**config.mk**
```make
export PLATFORM = sky130hd
export DESIGN_NAME = countdown_ctrl
export DESIGN_NICKNAME = d
export VERILOG_FILES = /design/src/rtl/countdown_pkg.sv /design/src/rtl/tick_gen.sv /design/src/rtl/countdown_ctrl.sv
export SDC_FILE = /design/constraint.sdc
export NUM_CORES = 1
export LEC_CHECK = 0
export CORE_MARGIN = 2
export CORE_UTILIZATION = 54
export CTS_CLUSTER_SIZE = 30
export DETAILED_ROUTE_END_ITERATION = 8
export GPL_TIMING_DRIVEN = 1
export MAX_ROUTING_LAYER = met4
export PLACE_DENSITY = 0.76
export SLEW_MARGIN = 20
export SYNTH_ARGS = -nofsm -noshare
export SYNTH_HDL_FRONTEND = slang
export SYNTH_HIERARCHICAL = 1
export SYNTH_SLANG_ARGS = --single-unit
```
**constraint.sdc**
```tcl
create_clock -name clk -period 3.1 [get_ports clk]
set_input_delay 0.465 -clock clk [delete_from_list [all_inputs] [get_ports clk]]
set_output_delay 0.465 -clock clk [all_outputs]
set_load 0.01 [all_outputs]
```
**src/rtl/countdown_pkg.sv**
```systemverilog
// Shared state encoding and constants for the BCD countdown controller.
package countdown_pkg;

    typedef enum logic [1:0] {
        ST_IDLE  = 2'd0,
        ST_RUN   = 2'd1,
        ST_PAUSE = 2'd2,
        ST_DONE  = 2'd3
    } state_e;

    localparam logic [3:0]  BCD_MAX = 4'd9;
    localparam logic [15:0] LED_ALL = 16'hFFFF;

    // Out-of-range preset nibbles saturate to the largest BCD digit.
    function automatic logic [3:0] clamp_bcd(input logic [3:0] v);
        return (v > BCD_MAX) ? BCD_MAX : v;
    endfunction

endpackage

```
**src/rtl/tick_gen.sv**
```systemverilog
// Step prescaler: counts 0..TICK_DIV-1 while enabled and pulses tick on the last count.
module tick_gen #(
    parameter int TICK_DIV = 100_000_000
) (
    input  logic clk,
    input  logic rst,
    input  logic en,
    input  logic clr,
    output logic tick
);

    localparam int              CW   = $clog2(TICK_DIV);
    localparam logic [CW-1:0]   LAST = CW'(TICK_DIV - 1);

    logic [CW-1:0] cnt_q, cnt_d;

    always_comb begin
        cnt_d = cnt_q;
        if (clr) begin
            cnt_d = '0;
        end else if (en) begin
            cnt_d = (cnt_q == LAST) ? '0 : cnt_q + 1'b1;
        end
    end

    always_ff @(posedge clk or negedge rst) begin
        if (!rst) begin
            cnt_q <= '0;
        end else begin
            cnt_q <= cnt_d;
        end
    end

    // Holding the count while disabled lets a paused step resume where it stopped.
    assign tick = en && (cnt_q == LAST);

endmodule

```
**src/rtl/countdown_ctrl.sv**
```systemverilog
// Two-digit BCD countdown sequencer: IDLE/RUN/PAUSE/DONE FSM, digit registers and display decode.
module countdown_ctrl
    import countdown_pkg::*;
#(
    parameter int         TICK_DIV  = 100_000_000,
    parameter logic [3:0] INIT_TENS = 4'd2,
    parameter logic [3:0] INIT_ONES = 4'd5
) (
    input  logic        clk,
    input  logic        rst,
    input  logic        start,
    input  logic        clear,
    input  logic [3:0]  preset_tens,
    input  logic [3:0]  preset_ones,
    output logic [3:0]  tens,
    output logic [3:0]  ones,
    output logic        running,
    output logic        done,
    output logic [15:0] led
);

    state_e     state_q, state_d;
    logic [3:0] tens_q, tens_d;
    logic [3:0] ones_q, ones_d;
    logic       tick;

    tick_gen #(
        .TICK_DIV (TICK_DIV)
    ) u_tick_gen (
        .clk  (clk),
        .rst  (rst),
        .en   (state_q == ST_RUN),
        .clr  (clear),
        .tick (tick)
    );

    always_comb begin
        state_d = state_q;
        tens_d  = tens_q;
        ones_d  = ones_q;
        if (clear) begin
            state_d = ST_IDLE;
            tens_d  = clamp_bcd(preset_tens);
            ones_d  = clamp_bcd(preset_ones);
        end else begin
            case (state_q)
                ST_IDLE: begin
                    if (start) begin
                        state_d = (tens_q == 4'd0 && ones_q == 4'd0) ? ST_DONE : ST_RUN;
                    end
                end
                ST_RUN: begin
                    if (start) begin
                        state_d = ST_PAUSE;
                    end
                    // A tick coinciding with a pause still lands, so no step is lost.
                    if (tick) begin
                        if (ones_q != 4'd0) begin
                            ones_d = ones_q - 4'd1;
                            if (tens_q == 4'd0 && ones_q == 4'd1) begin
                                state_d = ST_DONE;
                            end
                        end else if (tens_q != 4'd0) begin
                            tens_d = tens_q - 4'd1;
                            ones_d = BCD_MAX;
                        end
                    end
                end
                ST_PAUSE: begin
                    if (start) begin
                        state_d = ST_RUN;
                    end
                end
                default: ;
            endcase
        end
    end

    always_ff @(posedge clk or negedge rst) begin
        if (!rst) begin
            state_q <= ST_IDLE;
            tens_q  <= INIT_TENS;
            ones_q  <= INIT_ONES;
        end else begin
            state_q <= state_d;
            tens_q  <= tens_d;
            ones_q  <= ones_d;
        end
    end

    assign tens    = tens_q;
    assign ones    = ones_q;
    assign running = (state_q == ST_RUN);
    assign done    = (state_q == ST_DONE);
    assign led     = (state_q == ST_DONE) ? LED_ALL : 16'h0000;

endmodule
```
==> results.sh, run 1 <==
export IMPL_finalHoldViolCount=0
export IMPL_clock_sinks=37
export IMPL_cp_cell_sequence="nor4b_1 > and4_1 > and4_1 > and2_1 > nand2_1 > or3_4 > or3_1 > o211ai_2"
export IMPL_worstHoldPathType="primary input to async pin"
export IMPL_fin_area_mm2=0.00282
export IMPL_status="finished, final reports clean"
export IMPL_cp_top_family="simple AND/OR/NAND/NOR gates"
export IMPL_cts_resized=0
export IMPL_cp_arrival_ns=2.75
export IMPL_numCtsBuffers=5
export IMPL_syn_nets=279
export IMPL_yosys_top_cells_area="dfrtp_1 (35%), buf_4 (5.3%), xor2_1 (5.1%)"
export IMPL_clock_latency_ns=0.29
export IMPL_clockBufferDepth=2
export IMPL_crit_path_max_incr_delay_ns=0.45
export IMPL_drc=0
export IMPL_firstDrtPassIters=4
export IMPL_seq_area_frac_synth_pct=38.5
export IMPL_synth_edf_count=0
export IMPL_cts_tree="yes"
export IMPL_synthCells=260
export IMPL_hold_buffers=0
export IMPL_slowest_stage="dfrtp_1"
export IMPL_start_util_pct=55.8
export IMPL_synth_common_cells="dfrtp_1 (34), nor2_1 (29), buf_4 (17)"
export IMPL_synth_seq_cells=37
export IMPL_die_y_um=70.8
export IMPL_setup_viol=0
export IMPL_dp_cells=332
export IMPL_worst_pin_slew_ns=0.833
export IMPL_totalWireLength_um=5270
export IMPL_syn_avg_cell_area_um2=9.28
export IMPL_yosysUniqueCellTypes=54
export IMPL_vias=2074
export IMPL_num_antenna_cells=0
export IMPL_slew_headroom_pct=44.5
export IMPL_fin_cells=340
export IMPL_placementRows=24
export IMPL_hpwl_um=3760
export IMPL_fin_crit_ns=2.53
export IMPL_fin_crit_sh_pct=81.5
export IMPL_clk_pin_slew_ns=0.07
export IMPL_critPathCaptureType="register"
export IMPL_ys_flop_type="dfrtp_1"
export IMPL_rsz0062_at_grt="false"
export IMPL_antenna_found_initial=0
export IMPL_post_drt_via_cell_ratio=6.10
export IMPL_clock_skew_ns=0.00675
export IMPL_cpMostUsedCell="and4_1"
export IMPL_max_freq_ghz=0.396
export IMPL_grt_max_degree=38
export IMPL_area_delta_synth_final_pct=17.0
export IMPL_core_mm2=0.00432
export IMPL_nNetsFinal=306
export IMPL_p_per_area_mw_per_mm2=481
export IMPL_path_class="register to register"
export IMPL_yosysTopAreaCell="dfrtp_1"
export IMPL_grt_pass1_vias=2012
export IMPL_setup_tns_ns=0
export IMPL_ir_drop_v=0.000317
export IMPL_crit_buf_inv=0
export IMPL_postRouteAntennaNets=0
export IMPL_synthesis_area_mm2=0.00241
export IMPL_wl_per_cell_um=15.5
export IMPL_synth_top_cell_area_share_pct=35.3
export IMPL_synth_warnings=6
export IMPL_overflow=0
export IMPL_dr_first_iter_drc_count=205
export IMPL_cts_max_level=2
export IMPL_report_final_slew_viol_count=0
export IMPL_grt_pass1_wl_um=9290
export IMPL_die_x_um=70.8
export IMPL_fillers=386
export IMPL_dieArea_mm2=0.00502
export IMPL_gp_congestion=0.906
export IMPL_worstSetupStartpointType="register"
export IMPL_io_pins=38
export IMPL_fin_util_pct=65.2
export IMPL_track_usage_pct=23.8
export IMPL_p_leak_nw=1.13
export IMPL_io_buffers=37
export IMPL_cap_violations=0
export IMPL_post_cts_buffers=0
export IMPL_dpl_instance_area_mm2=0.00273
export IMPL_synth_most_common_cell="dfrtp_1"
export IMPL_synthArstFlopShare_pct=100
export IMPL_required_ns=3.32
export IMPL_path_max_fanout=7
export IMPL_drive_above_1_share_pct=8.33
export IMPL_clockRootBuffer="clkbuf_8"
## layer usage
metal  up-vias  global-route usage (%)  routed length [um]
li1        996                       -                   -
met1      1008                    33.3                2450
met2        64                    35.2                2470
met3         6                    3.56                 295
met4         0                    8.81                  63
met5         -                       -                   0
## final timing paths
check	start	end	slack [ns]	cells after the start
hold reg to reg	tens[1]$_DFFE_PN1P_	tens[1]$_DFFE_PN1P_	0.55	2
setup reg to reg	u_tick_gen/cnt_q[11]$_DFFE_PN0P_	tens[1]$_DFFE_PN1P_	0.57	8
min in group clk	tens[1]$_DFFE_PN1P_	tens[1]$_DFFE_PN1P_	0.55	2
setup / recovery	u_tick_gen/cnt_q[11]$_DFFE_PN0P_	tens[1]$_DFFE_PN1P_	0.57	8
max in group asynchronous	rst	state_q[1]$_DFFE_PN0P_	2.30	1
hold / removal	rst	u_tick_gen/cnt_q[15]$_DFFE_PN0P_	0.27	1
## per-stage QoR
step                      worst slack [ns]  total power [W]  hold slack (ns)
after global placement               0.690          0.00101            0.542
after global routing                 0.446          0.00144            0.341
after CTS                            0.604          0.00137            0.301
after detailed placement             0.630          0.00101            0.535
final                                0.575          0.00136            0.271
after floorplan                      0.821         0.000861            0.169
## kinds of logic (layout without fill, tap and decap cells)
| group | Yosys count | count (layout) | share of synthesized area, % |
|---|---|---|---|
| fa+ha+maj | 7 | 7 | 3.63 |
| mux | 4 | 4 | 1.66 |
| buf+inv | 28 | 56 | 7.11 |
| flops | 37 | 37 | 38.5 |
| compound gates | 40 | 40 | 11.0 |
| xor+xnor | 18 | 18 | 6.54 |
| simple gates | 126 | 126 | 31.5 |
## cell usage in the layout (no fill, tap or decap), types with 2 or more instances in the layout
| cell | netlist | routed |
|---|---|---|
| ha_1 | 7 | 7 |
| nor2_1 | 29 | 29 |
| clkbuf_8 | 0 | 6 |
| buf_4 | 17 | 4 |
| nand3_1 | 13 | 13 |
| and3_1 | 3 | 3 |
| nor4_1 | 4 | 4 |
| and4_1 | 7 | 7 |
| clkdlybuf4s50_1 | 0 | 36 |
| clkbuf_1 | 2 | 2 |
| nor3_1 | 5 | 5 |
| mux2i_1 | 4 | 4 |
| o21ai_0 | 13 | 13 |
| xnor2_1 | 4 | 4 |
| a31oi_1 | 3 | 3 |
| a21boi_0 | 2 | 2 |
| and2_1 | 5 | 5 |
| nor4b_1 | 4 | 4 |
| a21oi_1 | 5 | 5 |
| nand2_1 | 15 | 15 |
| nand4_1 | 13 | 13 |
| a211oi_1 | 2 | 2 |
| nor3b_1 | 6 | 6 |
| a32o_1 | 4 | 4 |
| dfstp_2 | 3 | 3 |
| inv_1 | 7 | 7 |
| xor2_1 | 14 | 14 |
| nor2b_1 | 3 | 3 |
| dfrtp_1 | 34 | 34 |
| or3_1 | 3 | 3 |
| or4_1 | 3 | 3 |
## registers in the layout (all words and copies together), names as in the netlist
| signal | cells |
|---|---|
| ones | 4 |
| state_q | 2 |
| tens | 4 |
| u_tick_gen/cnt_q | 27 |
## area by class of cell
| type | instances | area (um^2) | area share [%] |
|---|---|---|---|
| Clock buffer | 8 | 90.1 | 3.19 |
| Inverter | 7 | 26.3 | 0.931 |
| Multi-Input combinational cell | 195 | 1320 | 46.6 |
| Sequential cell | 37 | 930 | 32.9 |
| Tap cell | 52 | 65.1 | 2.31 |
| Timing Repair Buffer | 41 | 395 | 14.0 |
## where the power goes
part	internal, W	switching (W)	leakage [nW]
combinational	0.000219	0.000239	0.585
sequential	0.000515	0.0000344	0.495
clock	0.000181	0.000170	0.0455
total	0.000914	0.000444	1.13
## worst register-to-register path, cell delays in order, from the launching register on
cell      delay [ns]
dfrtp_1         0.45
nor4b_1         0.31
and4_1          0.24
and4_1          0.22
and2_1          0.20
nand2_1         0.17
or3_4           0.45
or3_1           0.33
o211ai_2        0.08
Note: power is estimated with default switching activity, not from simulation.
==> run 2, diff against run 1 <==
Clock period 3.1 ns to 2.52 ns, I/O delays scaled along.
==> run 2 against run 1 <==
Against the previous run:
- fmax is 4.2% higher
- flip-flop and latch count stayed put
- first-iteration DRC count is 35% lower
- clock power is 76% higher
- clock skew is 0.0018 ns higher
- non-clock buffer count is 10 higher
- largest cell class unchanged
==> results.sh, run 2 (synthesized netlist as in run 1, its figures left out) <==
export IMPL_p_leak_nw=1.21
export IMPL_clockRootBuffer="clkbuf_8"
export IMPL_dpl_instance_area_mm2=0.00280
export IMPL_required_ns=2.76
export IMPL_grt_max_degree=38
export IMPL_dieArea_mm2=0.00502
export IMPL_gp_congestion=0.928
export IMPL_nNetsFinal=316
export IMPL_die_y_um=70.8
export IMPL_clock_skew_ns=0.00854
export IMPL_die_x_um=70.8
export IMPL_grt_use_met3_pct=4.56
export IMPL_final_common_cell="clkdlybuf4s50_1"
export IMPL_post_drt_via_cell_ratio=6.05
export IMPL_cts_tree="yes"
export IMPL_track_usage_pct=24.8
export IMPL_finalHoldViolCount=0
export IMPL_clockBufferDepth=2
export IMPL_p_per_area_mw_per_mm2=636
export IMPL_grt_pass1_vias=1993
export IMPL_core_mm2=0.00432
export IMPL_totalWireLength_um=5600
export IMPL_slew_headroom_pct=44.1
export IMPL_path_class="register to register"
export IMPL_io_buffers=37
export IMPL_ir_drop_v=0.000368
export IMPL_top_usage_layer="met2"
export IMPL_final_cell_mix="clkdlybuf4s50_1 (36), dfrtp_1 (34), nor2_1 (29)"
export IMPL_hpwl_um=3970
export IMPL_fin_crit_sh_pct=96.2
export IMPL_status="finished, final reports clean"
export IMPL_num_antenna_cells=0
export IMPL_cts_max_level=2
export IMPL_cp_arrival_ns=2.66
export IMPL_clock_sinks=37
export IMPL_grtUsageMet2_pct=36.8
export IMPL_overflow=0
export IMPL_report_final_slew_viol_count=0
export IMPL_firstDrtPassIters=4
export IMPL_fin_area_mm2=0.00295
export IMPL_start_util_pct=55.8
export IMPL_worstHoldPathType="primary input to async pin"
export IMPL_drc=0
export IMPL_area_delta_synth_final_pct=22.4
export IMPL_postRouteAntennaNets=0
export IMPL_worst_pin_slew_ns=0.838
export IMPL_numCtsBuffers=5
export IMPL_antenna_found_initial=0
export IMPL_wl_per_cell_um=16.0
export IMPL_largest_reg_flops=27
export IMPL_fin_crit_ns=2.42
export IMPL_worstSetupStartpointType="register"
export IMPL_max_freq_ghz=0.413
export IMPL_vias=2118
export IMPL_setup_viol=0
export IMPL_placementRows=24
export IMPL_grt_pass1_wl_um=9580
export IMPL_cap_violations=0
export IMPL_critPathCaptureType="register"
export IMPL_top_register="u_tick_gen/cnt_q"
export IMPL_met1_usage_pct=34.6
export IMPL_drive_above_1_share_pct=12.8
export IMPL_path_max_fanout=5
export IMPL_clock_latency_ns=0.30
export IMPL_fin_util_pct=68.3
export IMPL_dr_first_iter_drc_count=133
export IMPL_clk_pin_slew_ns=0.08
export IMPL_io_pins=38
==> run 2: cell types whose count changed in the layout (fill, tap and decap cells not counted), sizes merged <==
cell    change
clkbuf      -3
buf        +10
clkinv      +1
bufinv      +2
==> run 2: worst max-delay path: stages, from the launching register on <==
cell and delay, ns:
dfrtp_1 0.44, nor4b_2 0.32, and4_1 0.28, and4_1 0.24, and2_4 0.17, nand2_1 0.08, or3_4 0.43, or3_1 0.34
o211ai_2 0.08
==> run 2: path summary, 6_finish.rpt <==
check	start	to	slack [ns]	depth (start not counted)
hold / removal	rst	u_tick_gen/cnt_q[16]$_DFFE_PN0P_	0.17	1
min in group clk	tens[1]$_DFFE_PN1P_	tens[1]$_DFFE_PN1P_	0.57	2
max in group asynchronous	rst	u_tick_gen/cnt_q[4]$_DFFE_PN0P_	1.81	1
setup reg to reg	u_tick_gen/cnt_q[17]$_DFFE_PN0P_	tens[1]$_DFFE_PN1P_	0.1	8
hold reg to reg	tens[1]$_DFFE_PN1P_	tens[1]$_DFFE_PN1P_	0.57	2
setup / recovery	u_tick_gen/cnt_q[17]$_DFFE_PN0P_	tens[1]$_DFFE_PN1P_	0.1	8
==> run 2: per-stage QoR <==
stage	setup TNS [ns]	std cells	setup slack (ns)	hold WS, ns	total power (W)
2_1_floorplan	0	260	0.241	0.0824	0.00106
3_5_place_dp	0	341	0.167	0.526	0.00126
3_3_place_gp	0	341	0.212	0.527	0.00125
6_report	0	350	0.0968	0.173	0.00188
5_1_grt	-0.00477	350	-0.00477	0.250	0.00198
4_1_cts	0	349	0.0240	0.201	0.00189
==> run 2: repair_timing <==
action / 4_1_cts / 5_1_grt
hold buffers: 0 / 0
setup endpoints to repair: 0 / 5
gates resized for setup: 0 / 3
buffers inserted: 0 / 1
==> run 2: routing by layer <==
metal	vias to the layer above	wire, um
met1	1016	2650
met5	-	0
met3	11	319
met2	76	2530
li1	1015	-
met4	0	103
==> run 2: power by group <==
group / total, W / switching [W] / internal [W]
clock network: 0.000619 / 0.000225 / 0.000393
registers: 0.000676 / 0.0000436 / 0.000633
logic: 0.000583 / 0.000306 / 0.000278
total: 0.00188 / 0.000575 / 0.00130
==> run 2: cell type report <==
cell class | count | area (um^2)
Multi-Input combinational cell | 195 | 1330
Fill cell | 365 | 1370
Sequential cell | 37 | 930
Clock inverter | 3 | 65.1
Timing Repair Buffer | 51 | 470
Inverter | 7 | 26.3
Tap cell | 52 | 65.1
Clock buffer | 5 | 68.8
==> run 3, diff against run 2 <==
==> constraint.sdc (replaced) <==
create_clock -name clk -period 2.52 [get_ports clk]
set_input_delay 0.252 -clock clk [delete_from_list [all_inputs] [get_ports clk]]
set_output_delay 0.252 -clock clk [all_outputs]
set_load 0.01 [all_outputs]
==> run 3 against run 2 <==
Against the previous run:
- flip-flop and latch count unchanged
- cell area decreased by 2.0%
- register-to-register slack improved by 0.096 ns
- first-iteration DRC count is 0.75% higher
==> results.sh, run 3 (synthesized netlist as in run 1, its figures left out) <==
export IMPL_grt_pass1_vias=2018
export IMPL_numCtsBuffers=5
export IMPL_gp_congestion=0.910
export IMPL_crit_buf_inv=0
export IMPL_dr_first_iter_drc_count=134
export IMPL_final_common_cell="clkdlybuf4s50_1"
export IMPL_area_delta_synth_final_pct=19.9
export IMPL_io_pins=38
export IMPL_p_per_area_mw_per_mm2=578
export IMPL_cpMostUsedCell="and4_1"
export IMPL_worstHoldPathType="primary input to async pin"
export IMPL_hpwl_um=3910
export IMPL_clock_sinks=37
export IMPL_dieArea_mm2=0.00502
export IMPL_clock_latency_ns=0.28
export IMPL_p_leak_nw=1.17
export IMPL_largest_reg_flops=27
export IMPL_grt_pass1_wl_um=9450
export IMPL_cts_max_level=2
export IMPL_finalHoldViolCount=0
export IMPL_clock_skew_ns=0.00681
export IMPL_clockBufferDepth=2
export IMPL_cts_tree="yes"
export IMPL_post_drt_via_cell_ratio=5.99
export IMPL_max_freq_ghz=0.430
export IMPL_slowest_stage="dfrtp_1"
export IMPL_top_register="u_tick_gen/cnt_q"
export IMPL_antenna_found_initial=0
export IMPL_grt_max_degree=38
export IMPL_cp_top_family="simple AND/OR/NAND/NOR gates"
export IMPL_post_cts_buffers=0
export IMPL_cap_violations=0
export IMPL_totalWireLength_um=5390
export IMPL_track_usage_pct=24.1
export IMPL_cp_arrival_ns=2.54
export IMPL_die_x_um=70.8
export IMPL_drive_above_1_share_pct=11.5
export IMPL_status="finished, final reports clean"
export IMPL_cp_cell_sequence="nor4b_2 > and4_1 > and4_1 > and2_4 > nand2_1 > or3_4 > or3_1 > o211ai_2"
export IMPL_setup_tns_ns=0
export IMPL_firstDrtPassIters=4
export IMPL_clockRootBuffer="clkbuf_8"
export IMPL_rsz0062_at_grt="false"
export IMPL_worstSetupStartpointType="register"
export IMPL_report_final_slew_viol_count=0
export IMPL_fin_crit_ns=2.33
export IMPL_overflow=0
export IMPL_num_antenna_cells=0
export IMPL_finalPower_w=0.00167
export IMPL_path_max_fanout=5
export IMPL_wl_per_cell_um=15.5
export IMPL_io_buffers=37
export IMPL_core_mm2=0.00432
export IMPL_crit_path_max_incr_delay_ns=0.44
export IMPL_ir_drop_v=0.000502
export IMPL_critPathCaptureType="register"
export IMPL_drc=0
export IMPL_start_util_pct=55.8
export IMPL_required_ns=2.74
export IMPL_worst_pin_slew_ns=0.831
export IMPL_final_cell_mix="clkdlybuf4s50_1 (36), dfrtp_1 (34), nor2_1 (29)"
export IMPL_placementRows=24
export IMPL_path_class="register to register"
export IMPL_nNetsFinal=314
export IMPL_die_y_um=70.8
export IMPL_clk_pin_slew_ns=0.07
export IMPL_postRouteAntennaNets=0
export IMPL_fin_crit_sh_pct=92.3
export IMPL_vias=2086
export IMPL_setup_viol=0
export IMPL_slew_headroom_pct=44.6
## run 3: final cells by class
class / count / area (um^2)
sequential: 37 / 930
multi-input combinational: 195 / 1330
clock buffer: 8 / 90.1
inverter: 7 / 26.3
tap: 52 / 65.1
timing repair buffer: 49 / 455
fill: 370 / 1430
## run 3: timing repair
action	4_1_cts	5_1_grt
resized for setup	0	3
endpoints found under the setup margin	0	2
hold buffers	0	0
hold endpoints to repair	0	0
## run 3: worst reg2reg max path: cells and delay by family, from the launching register on
family,cells,cell delay (ns)
AO/OA/AOI/OAI,1,0.08
flip-flops,1,0.44
AND/OR/NAND/NOR,7,1.74
## run 3: power breakdown
part	internal [W]	total, W	switching [W]
Clock	0.000223	0.000426	0.000203
Sequential	0.000633	0.000675	0.0000423
Combinational	0.000271	0.000571	0.000300
Total	0.00113	0.00167	0.000545
## run 3: path summary, 6_finish.rpt
kind / depth (start not counted) / slack (ns) / endpoint / from
setup / recovery: 8 / 0.19 / tens[1]$_DFFE_PN1P_ / u_tick_gen/cnt_q[17]$_DFFE_PN0P_
hold / removal: 1 / 0.06 / u_tick_gen/cnt_q[15]$_DFFE_PN0P_ / rst
setup reg to reg: 8 / 0.19 / tens[1]$_DFFE_PN1P_ / u_tick_gen/cnt_q[17]$_DFFE_PN0P_
hold reg to reg: 2 / 0.55 / tens[1]$_DFFE_PN1P_ / tens[1]$_DFFE_PN1P_
max in group asynchronous: 1 / 1.93 / state_q[1]$_DFFE_PN0P_ / rst
min in group clk: 3 / 0.51 / ones[0]$_DFFE_PN1P_ / preset_ones[0]
## run 3: per-stage QoR
step                util, %  cell area [um^2]  hold WS [ns]  setup slack [ns]  instances
finish                 66.9              2890        0.0611             0.193        348
global route           66.9              2890         0.136            0.0105        348
CTS                    66.6              2880        0.0880            0.0974        348
detailed placement     64.5              2790         0.398             0.101        340
global placement       64.5              2790         0.402             0.193        340
floorplan                 -              2410       -0.0436             0.241        260
## run 3: layer usage
metal	vias to the layer above	global-route usage, %	part of all wire (%)
met3	5	3.85	5.5
met4	0	5.45	0.85
met2	68	36.9	45
met5	-	-	0
li1	1011	-	-
met1	1002	34.2	48
